===== config.mk =====
export PLATFORM = sky130hd
export DESIGN_NAME = arf_mem_sequencer
export DESIGN_NICKNAME = d
export VERILOG_FILES = /design/src/rtl/arf_mem_sequencer.sv
export SDC_FILE = /design/constraint.sdc
export NUM_CORES = 1
export LEC_CHECK = 0
export CAP_MARGIN = 10
export CORE_MARGIN = 10
export CORE_UTILIZATION = 46
export DETAILED_ROUTE_END_ITERATION = 12
export GPL_TIMING_DRIVEN = 0
export PLACE_DENSITY = 0.85
export SYNTH_ARGS = -nofsm -noshare
export SYNTH_HDL_FRONTEND = slang
export SYNTH_SLANG_ARGS = --single-unit

===== constraint.sdc =====
create_clock -name clk -period 3.1 [get_ports clk]
set_input_delay 0.62 -clock clk [delete_from_list [all_inputs] [get_ports clk]]
set_output_delay 0.62 -clock clk [all_outputs]
set_load 0.01 [all_outputs]

===== src/rtl/arf_mem_sequencer.sv =====
// Sequences 16-bit little-endian word accesses over an 8-bit memory bus, using the
// ARF (PC/AR/SP) as the address source and stepping the selected pointer per byte.
module arf_mem_sequencer #(
  parameter int unsigned ADDR_W = 16,
  parameter int unsigned BYTE_W = 8
) (
  input  logic              clk,
  input  logic              rst_n,
  input  logic              req_valid_i,
  output logic              req_ready_o,
  input  logic [1:0]        req_op_i,
  input  logic [ADDR_W-1:0] wr_data_i,
  output logic              rsp_valid_o,
  output logic [ADDR_W-1:0] rsp_data_o,
  output logic [2:0]        arf_fun_sel_o,
  output logic [2:0]        arf_reg_sel_o,
  output logic [1:0]        arf_outd_sel_o,
  input  logic [ADDR_W-1:0] arf_addr_i,
  output logic [ADDR_W-1:0] mem_addr_o,
  output logic              mem_en_o,
  output logic              mem_wr_o,
  output logic [BYTE_W-1:0] mem_data_out_o,
  input  logic [BYTE_W-1:0] mem_data_in_i
);

  typedef enum logic [2:0] {StIdle, StPdec, StB0, StB1, StRsp} state_e;

  localparam logic [1:0] OpFetch = 2'b00;
  localparam logic [1:0] OpRead  = 2'b01;
  localparam logic [1:0] OpPush  = 2'b10;

  localparam logic [2:0] FunDec  = 3'b000;
  localparam logic [2:0] FunInc  = 3'b001;
  localparam logic [2:0] FunLoad = 3'b010;

  // RegSel is {PC, AR, SP}, active-low enables.
  localparam logic [2:0] SelPc   = 3'b011;
  localparam logic [2:0] SelAr   = 3'b101;
  localparam logic [2:0] SelSp   = 3'b110;
  localparam logic [2:0] SelNone = 3'b111;

  state_e              state_q, state_d;
  logic [1:0]          op_q;
  logic [ADDR_W-1:0]   wdata_q;
  logic [BYTE_W-1:0]   lo_q;
  logic [ADDR_W-1:0]   rsp_data_q;
  logic [2:0]          ptr_sel;
  logic [1:0]          ptr_outd;

  always_ff @(posedge clk or negedge rst_n) begin
    if (!rst_n) begin
      state_q    <= StIdle;
      op_q       <= OpFetch;
      wdata_q    <= '0;
      lo_q       <= '0;
      rsp_data_q <= '0;
    end else begin
      state_q <= state_d;
      if (state_q == StIdle && req_valid_i) begin
        op_q    <= req_op_i;
        wdata_q <= wr_data_i;
      end
      if (state_q == StB0) lo_q <= mem_data_in_i;
      // Update the visible word only once the whole access has completed.
      if (state_q == StB1) begin
        rsp_data_q <= (op_q == OpPush) ? wdata_q : {mem_data_in_i, lo_q};
      end
    end
  end

  always_comb begin
    unique case (op_q)
      OpFetch: begin ptr_sel = SelPc; ptr_outd = 2'b00; end
      OpRead:  begin ptr_sel = SelAr; ptr_outd = 2'b10; end
      default: begin ptr_sel = SelSp; ptr_outd = 2'b11; end
    endcase
  end

  always_comb begin
    state_d        = state_q;
    req_ready_o    = 1'b0;
    rsp_valid_o    = 1'b0;
    arf_fun_sel_o  = FunLoad;
    arf_reg_sel_o  = SelNone;
    arf_outd_sel_o = 2'b00;
    mem_en_o       = 1'b0;
    mem_wr_o       = 1'b0;
    mem_data_out_o = '0;
    unique case (state_q)
      StIdle: begin
        req_ready_o = 1'b1;
        if (req_valid_i) state_d = (req_op_i == OpPush) ? StPdec : StB0;
      end
      StPdec: begin
        arf_outd_sel_o = ptr_outd;
        arf_reg_sel_o  = SelSp;
        arf_fun_sel_o  = FunDec;
        state_d        = StB0;
      end
      StB0: begin
        arf_outd_sel_o = ptr_outd;
        arf_reg_sel_o  = ptr_sel;
        mem_en_o       = 1'b1;
        if (op_q == OpPush) begin
          mem_wr_o       = 1'b1;
          mem_data_out_o = wdata_q[ADDR_W-1:BYTE_W];
          arf_fun_sel_o  = FunDec;
        end else begin
          arf_fun_sel_o  = FunInc;
        end
        state_d = StB1;
      end
      StB1: begin
        arf_outd_sel_o = ptr_outd;
        mem_en_o       = 1'b1;
        if (op_q == OpPush) begin
          mem_wr_o       = 1'b1;
          mem_data_out_o = wdata_q[BYTE_W-1:0];
        end else begin
          arf_reg_sel_o  = ptr_sel;
          // READ walks back so AR is left where it started.
          arf_fun_sel_o  = (op_q == OpRead) ? FunDec : FunInc;
        end
        state_d = StRsp;
      end
      StRsp: begin
        rsp_valid_o = 1'b1;
        state_d     = StIdle;
      end
      default: state_d = StIdle;
    endcase
  end

  assign rsp_data_o = rsp_data_q;
  assign mem_addr_o = arf_addr_i;

endmodule


==> impl_results.md, run 1 <==
- EDFF count, synth: 0
- Post-Synth Simple-Gate Area: 8.983%
- Reg clk slew, reported paths: 0.08 ns
- GR met3 Demand/Resource: 5.103%
- Critical path's largest stage delay: 0.55 ns
- Most Used Layer, Global Route: met2
- Most used DFF post-synth: dfrtp_1
- Post-Synth XOR/XNOR Area: 0%
- Area of the core: 0.004817 sq mm
- Die area: 0.008301 sq mm
- Slew headroom: 48.07%
- Sw frac: 35.23%
- CP max-delay cell: clkdlybuf4s50_1
- Seq/Total Area, Yosys: 48.41%
- Max Slew Vio Count: 0
- Initial core utilization: 48.29%
- Power Density: 1009 mW/mm^2
- #FFs+latches synth: 45
- Critical path arrival: 2.26 ns
- CTS tree: done
- Largest net degree at the start of global routing: 25
- Top-area cell type share of the netlist area: 48.41%
- Comb power frac: 53.2%
- P_sw: 1.199 mW
- DP Worst Slack: 0.02143 ns
- Most numerous cell in the Yosys netlist: dfrtp_1
- First-pass GRT wire length: 10090 um
- Share of flip-flops with an asynchronous set or reset: 100.0%
- Layout cell share with drive strength beyond 1: 21.23%
- Hold buffer count at CTS: 0
- Worst-path cell chain: inv_1, ha_1, buf_6, buf_6, nand2_2, nor2_1, clkdlybuf4s50_1
- Final wirelength: 6202 um
- Post-Syn Nets: 254
- Endpoint type of the worst setup path: output port
- Crit share post-route: 92.87%
- Int Power: 2.204 mW
- Drt first-iter violations: 46
- I/O pin total: 97
- Yosys cell types: 30
- Post-synthesis instance total: 204
- CTS sink cnt: 45
- Met1 Use GR: 17.44%
- Area growth, synth to finish: 44.97%
- Worst skew pair latency: 0.29 ns
- Maximum vdd drop: 0.5040 mV
- RSZ-0062 raised after global routing: false
- Die height: 91.11 um
- Final setup vio count: 0
- Initial antenna violation count: 0
- Residual DRC count: 0
- Die W: 91.11 um
- Placer Congestion: 0.8103
- Most used cell, CP: buf_6
- Setup tns final: 0 ns
- Max Fclk: 347.3 MHz
- Setup ws final: 0.2210 ns
- Worst min path class: in2async
- Fin. Hold Viols: 0
- Vias in the first global route: 1880
- Worst Path Class, Setup: reg2out
- Cell Area, Synth: 0.002326 sq mm
- Mux contribution to synthesized area: 23.24%
- Synth Area in Compound Gates: 5.756%
- Worst Max-Slew Pin Slew: 0.7789 ns
- Outcome: complete, no violations
- Worst path top cell family by delay: buffers and inverters
- CTS buffer count: 5
- Largest area contributor in the netlist: dfrtp_1
- Critical Path Fanout Max: 10
- Area contributors post-synth: dfrtp_1 (48%), mux2i_1 (10%), mux2_2 (7.7%)
- Syn avg cell area: 11.40 sq um
- Met2 Usage GRT: 25.48%
- Worst Setup SP: op_q[0]$_DFFE_PN0P_
- Leak Pwr: 1.499 nW
- Top post-synthesis cells by count: dfrtp_1 (45), mux2i_1 (24), nand2_1 (20), o21ai_0 (20), buf_4 (17)
- Number of antenna diodes: 0
- Clock Skews: 0.005480 ns
- CTS max path bufs: 2
- Sequential power share: 31.6%
- Avg Vias per Cell: 4.905
- Buf/Inv on CP: 4
- Crit path time final: 2.879 ns
- Clk pwr share: 15.1%
- HPWL after DPL: 4843 um
- Max-cap viol count: 0
- Root Driver: clkbuf_8
- WHS: 0.3014 ns
- FP Rows: 25
- Grt ovf: 0
- Ys Warns: 0
- TritonRoute pass-1 iters: 4
- Worst r2r src: state_q[1]$_DFFE_PN0P_
- Total GRT Usage: 14.94%
- Port bufs: 79
- Antenna-violating nets left: 0
- Main combinational cell family by area after synthesis: multiplexers
- # Post-CTS Setup Buffers: 0
- Routed len/inst: 17.28 um
- Nets: 341
- Setup slack, reg-to-reg: 1.42 ns
- H-tree levels: 2
- CP Data Required Time: 2.48 ns
- Post-Synth Adder-Cell Area: 2.690%
- Crit start category: register
- DR vias: 1761
## per-stage QoR
stage / utilization [%] / power [mW] / std cells / area [sq um]
after floorplan: - / 2.117 / 204 / 2326
final: 70.00 / 3.404 / 359 / 3372
after detailed placement: 66.91 / 2.907 / 351 / 3223
after global placement: 66.44 / 2.835 / 350 / 3201
after global routing: 70.00 / 3.645 / 359 / 3372
after CTS: 69.84 / 3.435 / 359 / 3364
## cell type report
cell class	count	area [sq um]
Clock inverter	3	65.06
Timing Repair Buffer	80	813.3
Inverter	8	30.03
Tap cell	67	83.83
Multi-Input combinational cell	123	952.2
Buffer	28	232.7
Fill cell	391	1445
Clock buffer	5	68.82
Sequential cell	45	1126
## sequential cells by signal (all words and copies together), names as in the netlist
signal / flops
lo_q: 8
op_q: 2
rsp_data_o: 16
state_q: 3
wdata_q: 16
## placed cells by master, fill, tap and decap left out, types with 3 or more instances in the layout
| master | n |
|---|---|
| buf_6 | 4 |
| inv_1 | 8 |
| nand2_1 | 19 |
| mux2_4 | 8 |
| clkbuf_1 | 4 |
| mux2_2 | 16 |
| dfrtp_1 | 45 |
| mux2i_1 | 24 |
| clkbuf_8 | 5 |
| nand3_1 | 3 |
| ha_1 | 5 |
| buf_4 | 17 |
| o21ai_0 | 20 |
| clkdlybuf4s50_1 | 78 |
| nor2_1 | 10 |
## layer usage
| metal | vias to the layer above | wire length (um) |
|---|---|---|
| met2 | 73 | 3038 |
| met4 | 0 | 93 |
| met3 | 10 | 435 |
| li1 | 845 | - |
| met5 | - | 0 |
| met1 | 833 | 2634 |
## logic make-up (layout without fill, tap and decap cells)
group	count (synthesis)	in the layout
AND/OR/NAND/NOR	44	44
buffers and inverters	36	124
AO/OA/AOI/OAI	25	25
other	1	1
flip-flops	45	45
multiplexers	48	48
adder cells (fa/ha/maj)	5	5
## power groups by stage
stage / clock network [mW] / registers (mW) / logic (mW)
2_1_floorplan: 0 / 1.08 / 1.04
3_3_place_gp: 0 / 1.07 / 1.76
3_5_place_dp: 0 / 1.09 / 1.82
4_1_cts: 0.524 / 1.08 / 1.83
5_1_grt: 0.548 / 1.11 / 1.98
6_report: 0.515 / 1.08 / 1.81
## repair_timing
item	in CTS	in global routing
gates resized for setup	3	2
cloned	0	0
setup endpoints to repair	9	8
## worst register-to-register path, stage by stage (launching register included)
cell	delay, ns
dfrtp_1	0.40
buf_6	0.15
nor3_4	0.24
and2_4	0.19
buf_12	0.13
buf_12	0.15
mux2_4	0.30
## final timing paths
check                                             end  cells after the start
max                                 mem_data_out_o[3]                      7
min                           wdata_q[15]$_DFFE_PN0P_                      1
max reg2reg                   wdata_q[10]$_DFFE_PN0P_                      6
min reg2reg                rsp_data_o[15]$_DFFE_PN0N_                      2
max in group asynchronous   rsp_data_o[3]$_DFFE_PN0N_                      2
min in group clk           rsp_data_o[15]$_DFFE_PN0N_                      2
Note: power is estimated with default switching activity, not from simulation.
==> run 2: changes to the inputs <==
--- a/config.mk
+++ b/config.mk
@@ -7,10 +7,11 @@
 export LEC_CHECK = 0
 export CAP_MARGIN = 10
 export CORE_MARGIN = 10
-export CORE_UTILIZATION = 46
+export CORE_UTILIZATION = 43
 export DETAILED_ROUTE_END_ITERATION = 12
+export GPL_ROUTABILITY_DRIVEN = 1
 export GPL_TIMING_DRIVEN = 0
-export PLACE_DENSITY = 0.85
+export PLACE_DENSITY = 0.81
 export SYNTH_ARGS = -nofsm -noshare
 export SYNTH_HDL_FRONTEND = slang
 export SYNTH_SLANG_ARGS = --single-unit
==> constraint.sdc (replaced) <==
create_clock -name clk -period 2.99 [get_ports clk]
set_input_delay 0.598 -clock clk [delete_from_list [all_inputs] [get_ports clk]]
set_output_delay 0.598 -clock clk [all_outputs]
set_load 0.01 [all_outputs]
==> impl_results.md, run 2 (synthesis results as in run 1) <==
- Grt ovf: 0 (unchanged)
- Worst Setup SP: op_q[0]$_DFFE_PN0P_
- Top Metal Used: met4
- Initial antenna violation count: 0 (unchanged)
- Nets: 341 (unchanged)
- Total GRT Usage: 13.58% (-1.4 points)
- Leak Pwr: 1.518 nW (+1.3%)
- Most used cell, CP: buf_6
- Outcome: complete, no violations
- Metal2 WL: 2960 um (-2.6%)
- Layout cell share with drive strength beyond 1: 21.23% (unchanged)
- Worst min path class: in2async
- R2R cell count: 4 (-2)
- Sw frac: 37.06% (+1.8 points)
- CP max-delay cell: clkdlybuf4s50_1
- Final setup vio count: 0 (unchanged)
- FP Rows: 26 (+4.0%)
- Largest net degree at the start of global routing: 36 (+44%)
- Root Driver: clkbuf_8
- Port bufs: 79 (unchanged)
- CTS sink cnt: 45 (unchanged)
- WL met3: 500 um (+15%)
- Fin. Hold Viols: 0 (unchanged)
- CTS tree: done
- Number of antenna diodes: 0 (unchanged)
- Worst Max-Slew Pin Slew: 0.6471 ns (-0.1318 ns)
- Clock Skews: 0.007554 ns (+0.002074 ns)
- # Post-CTS Setup Buffers: 0 (unchanged)
- HPWL after DPL: 4936 um (+1.9%)
- Antenna-violating nets left: 0 (unchanged)
- Vias in the first global route: 1797 (-4.4%)
- Hold buffer count at CTS: 0 (unchanged)
- Worst Path Class, Setup: reg2out
- Die W: 93.55 um (+2.7%)
- Clk pwr share: 11.0% (-4.1 points)
- Most frequent cells in the layout: clkdlybuf4s50_1 (75), dfrtp_1 (45), mux2i_1 (24), o21ai_0 (20), nand2_1 (19)
- Sequential power share: 33.7% (+2.1 points)
- Crit start category: register
- Drt first-iter violations: 67 (+46%)
- Worst skew pair latency: 0.30 ns (about the same)
- Area of the core: 0.005172 sq mm (+7.4%)
- Avg Vias per Cell: 4.796 (-2.2%)
- Setup crit end: mem_data_out_o[6]
- Worst r2r src: state_q[2]$_DFFE_PN0P_
- I/O pin total: 97 (unchanged)
- Critical path arrival: 2.26 ns (about the same)
- Die height: 93.55 um (+2.7%)
- Placer Congestion: 0.8896 (+9.8%)
- Setup tns final: 0 ns (unchanged)
- Max Slew Vio Count: 0 (unchanged)
- Area growth, synth to finish: 43.25%
- CP Data Required Time: 2.39 ns (-0.09 ns)
- Setup slack, reg-to-reg: 1.36 ns (-0.06 ns)
- Reg clk slew, reported paths: 0.08 ns (about the same)
- Crit path time final: 2.860 ns
- TritonRoute pass-1 iters: 4 (unchanged)
- Endpoint type of the worst setup path: output port
- Residual DRC count: 0 (unchanged)
- Routed len/inst: 16.49 um (-4.5%)
- Final wirelength: 5971 um (-3.7%)
- Int Power: 2.116 mW (-4.0%)
- Die area: 0.008751 sq mm (+5.4%)
- Critical R2R Capture: lo_q[2]$_DFFE_PN0N_
- Total Power: 3.362 mW (-1.2%)
- Critical Path Fanout Max: 10 (unchanged)
- Slew headroom: 56.86% (+8.8 points)
- Maximum vdd drop: 0.4532 mV (-10%)
- First-pass GRT wire length: 9570 um (-5.1%)
- P_sw: 1.246 mW (+3.9%)
- Max Fclk: 349.6 MHz
- Max-cap viol count: 0 (unchanged)
- DR vias: 1736 (-1.4%)
- Comb power frac: 55.3% (+2.1 points)
- CTS buffer count: 5 (unchanged)
- CTS max path bufs: 2 (unchanged)
- Routed length on met1: 2441 um (-7.3%)
- Worst-path cell chain: inv_1, ha_1, buf_6, buf_6, nand2_2, nor2_1, clkdlybuf4s50_1
- Initial core utilization: 44.97% (-3.3 points)
- Commonest non-fill, non-tap cell in the layout: clkdlybuf4s50_1
- Power Density: 1009 mW/mm^2 (about the same)
- H-tree levels: 2 (unchanged)
- RSZ-0062 raised after global routing: false
- Critical path's largest stage delay: 0.58 ns (+0.03 ns)
- Crit share post-route: 95.66%
-- run 2: changes by cell type in the layout (fill, tap and decap cells not counted), sizes merged --
cell | previous run | this run
bufinv | 2 | 0
dlymetal6s2s | 0 | 3
clkinv | 1 | 0
clkbuf | 9 | 10
clkinvlp | 0 | 2
clkdlybuf4s50 | 78 | 75
-- run 2: final cells by class --
cell class                      instances  area, sq um
Timing Repair Buffer                   80        813.3
Sequential cell                        45         1126
Tap cell                               70        87.58
Clock buffer                            6        72.57
Fill cell                             404         1841
Buffer                                 28        232.7
Clock inverter                          2        15.01
Multi-Input combinational cell        123        954.7
Inverter                                8        30.03
-- run 2: per-stage QoR --
step	utilization, %	cells	instance area [sq um]	hold slack (ns)	setup WS [ns]
CTS	64.15	362	3318	0.1659	0.08677
global placement	61.95	353	3204	0.4618	0.04469
finish	64.42	362	3332	0.1617	0.1298
floorplan	-	204	2326	0.3024	0.8610
global route	64.42	362	3332	0.1769	0.003828
detailed placement	62.24	354	3219	0.4729	0.01645
-- run 2: per-layer routing --
| layer | track usage (%) | up-vias |
|---|---|---|
| met5 | 0 | - |
| met4 | 4.937 | 0 |
| met3 | 4.317 | 5 |
| met2 | 22.45 | 61 |
| met1 | 16.19 | 828 |
| li1 | - | 842 |
-- run 2: worst max-delay path: cells and delay by family, from the launching register on --
family	cells	cell delay, ns
flip-flops	1	0.43
buffers and inverters	4	1.06
adder cells (fa/ha/maj)	1	0.17
AND/OR/NAND/NOR	2	0.30
-- run 2: power groups by stage --
stage	Clock (mW)	Sequential, mW	Combinational (mW)
floorplan	0	1.12	1.07
global placement	0	1.12	1.81
detailed placement	0	1.14	1.86
CTS	0.378	1.13	1.88
global route	0.404	1.17	2.02
finish	0.370	1.13	1.86
-- run 2: worst min path at each step --
stage                         startpoint                   endpoint  slack [ns]  cells past startpoint
2_1_floorplan                      rst_n        lo_q[0]$_DFFE_PN0N_        0.30                      0
3_3_place_gp   rsp_data_o[7]$_DFFE_PN0N_  rsp_data_o[7]$_DFFE_PN0N_        0.46                      2
3_5_place_dp   rsp_data_o[5]$_DFFE_PN0N_  rsp_data_o[5]$_DFFE_PN0N_        0.47                      2
4_1_cts                            rst_n     wdata_q[1]$_DFFE_PN0P_        0.17                      1
5_1_grt                            rst_n     wdata_q[1]$_DFFE_PN0P_        0.18                      1
6_report                           rst_n     wdata_q[7]$_DFFE_PN0P_        0.16                      1
-- run 2: timing repair --
action | in CTS | in global routing
gates resized for setup | 4 | 5
setup endpoints to repair | 10 | 6
cloned | 0 | 0
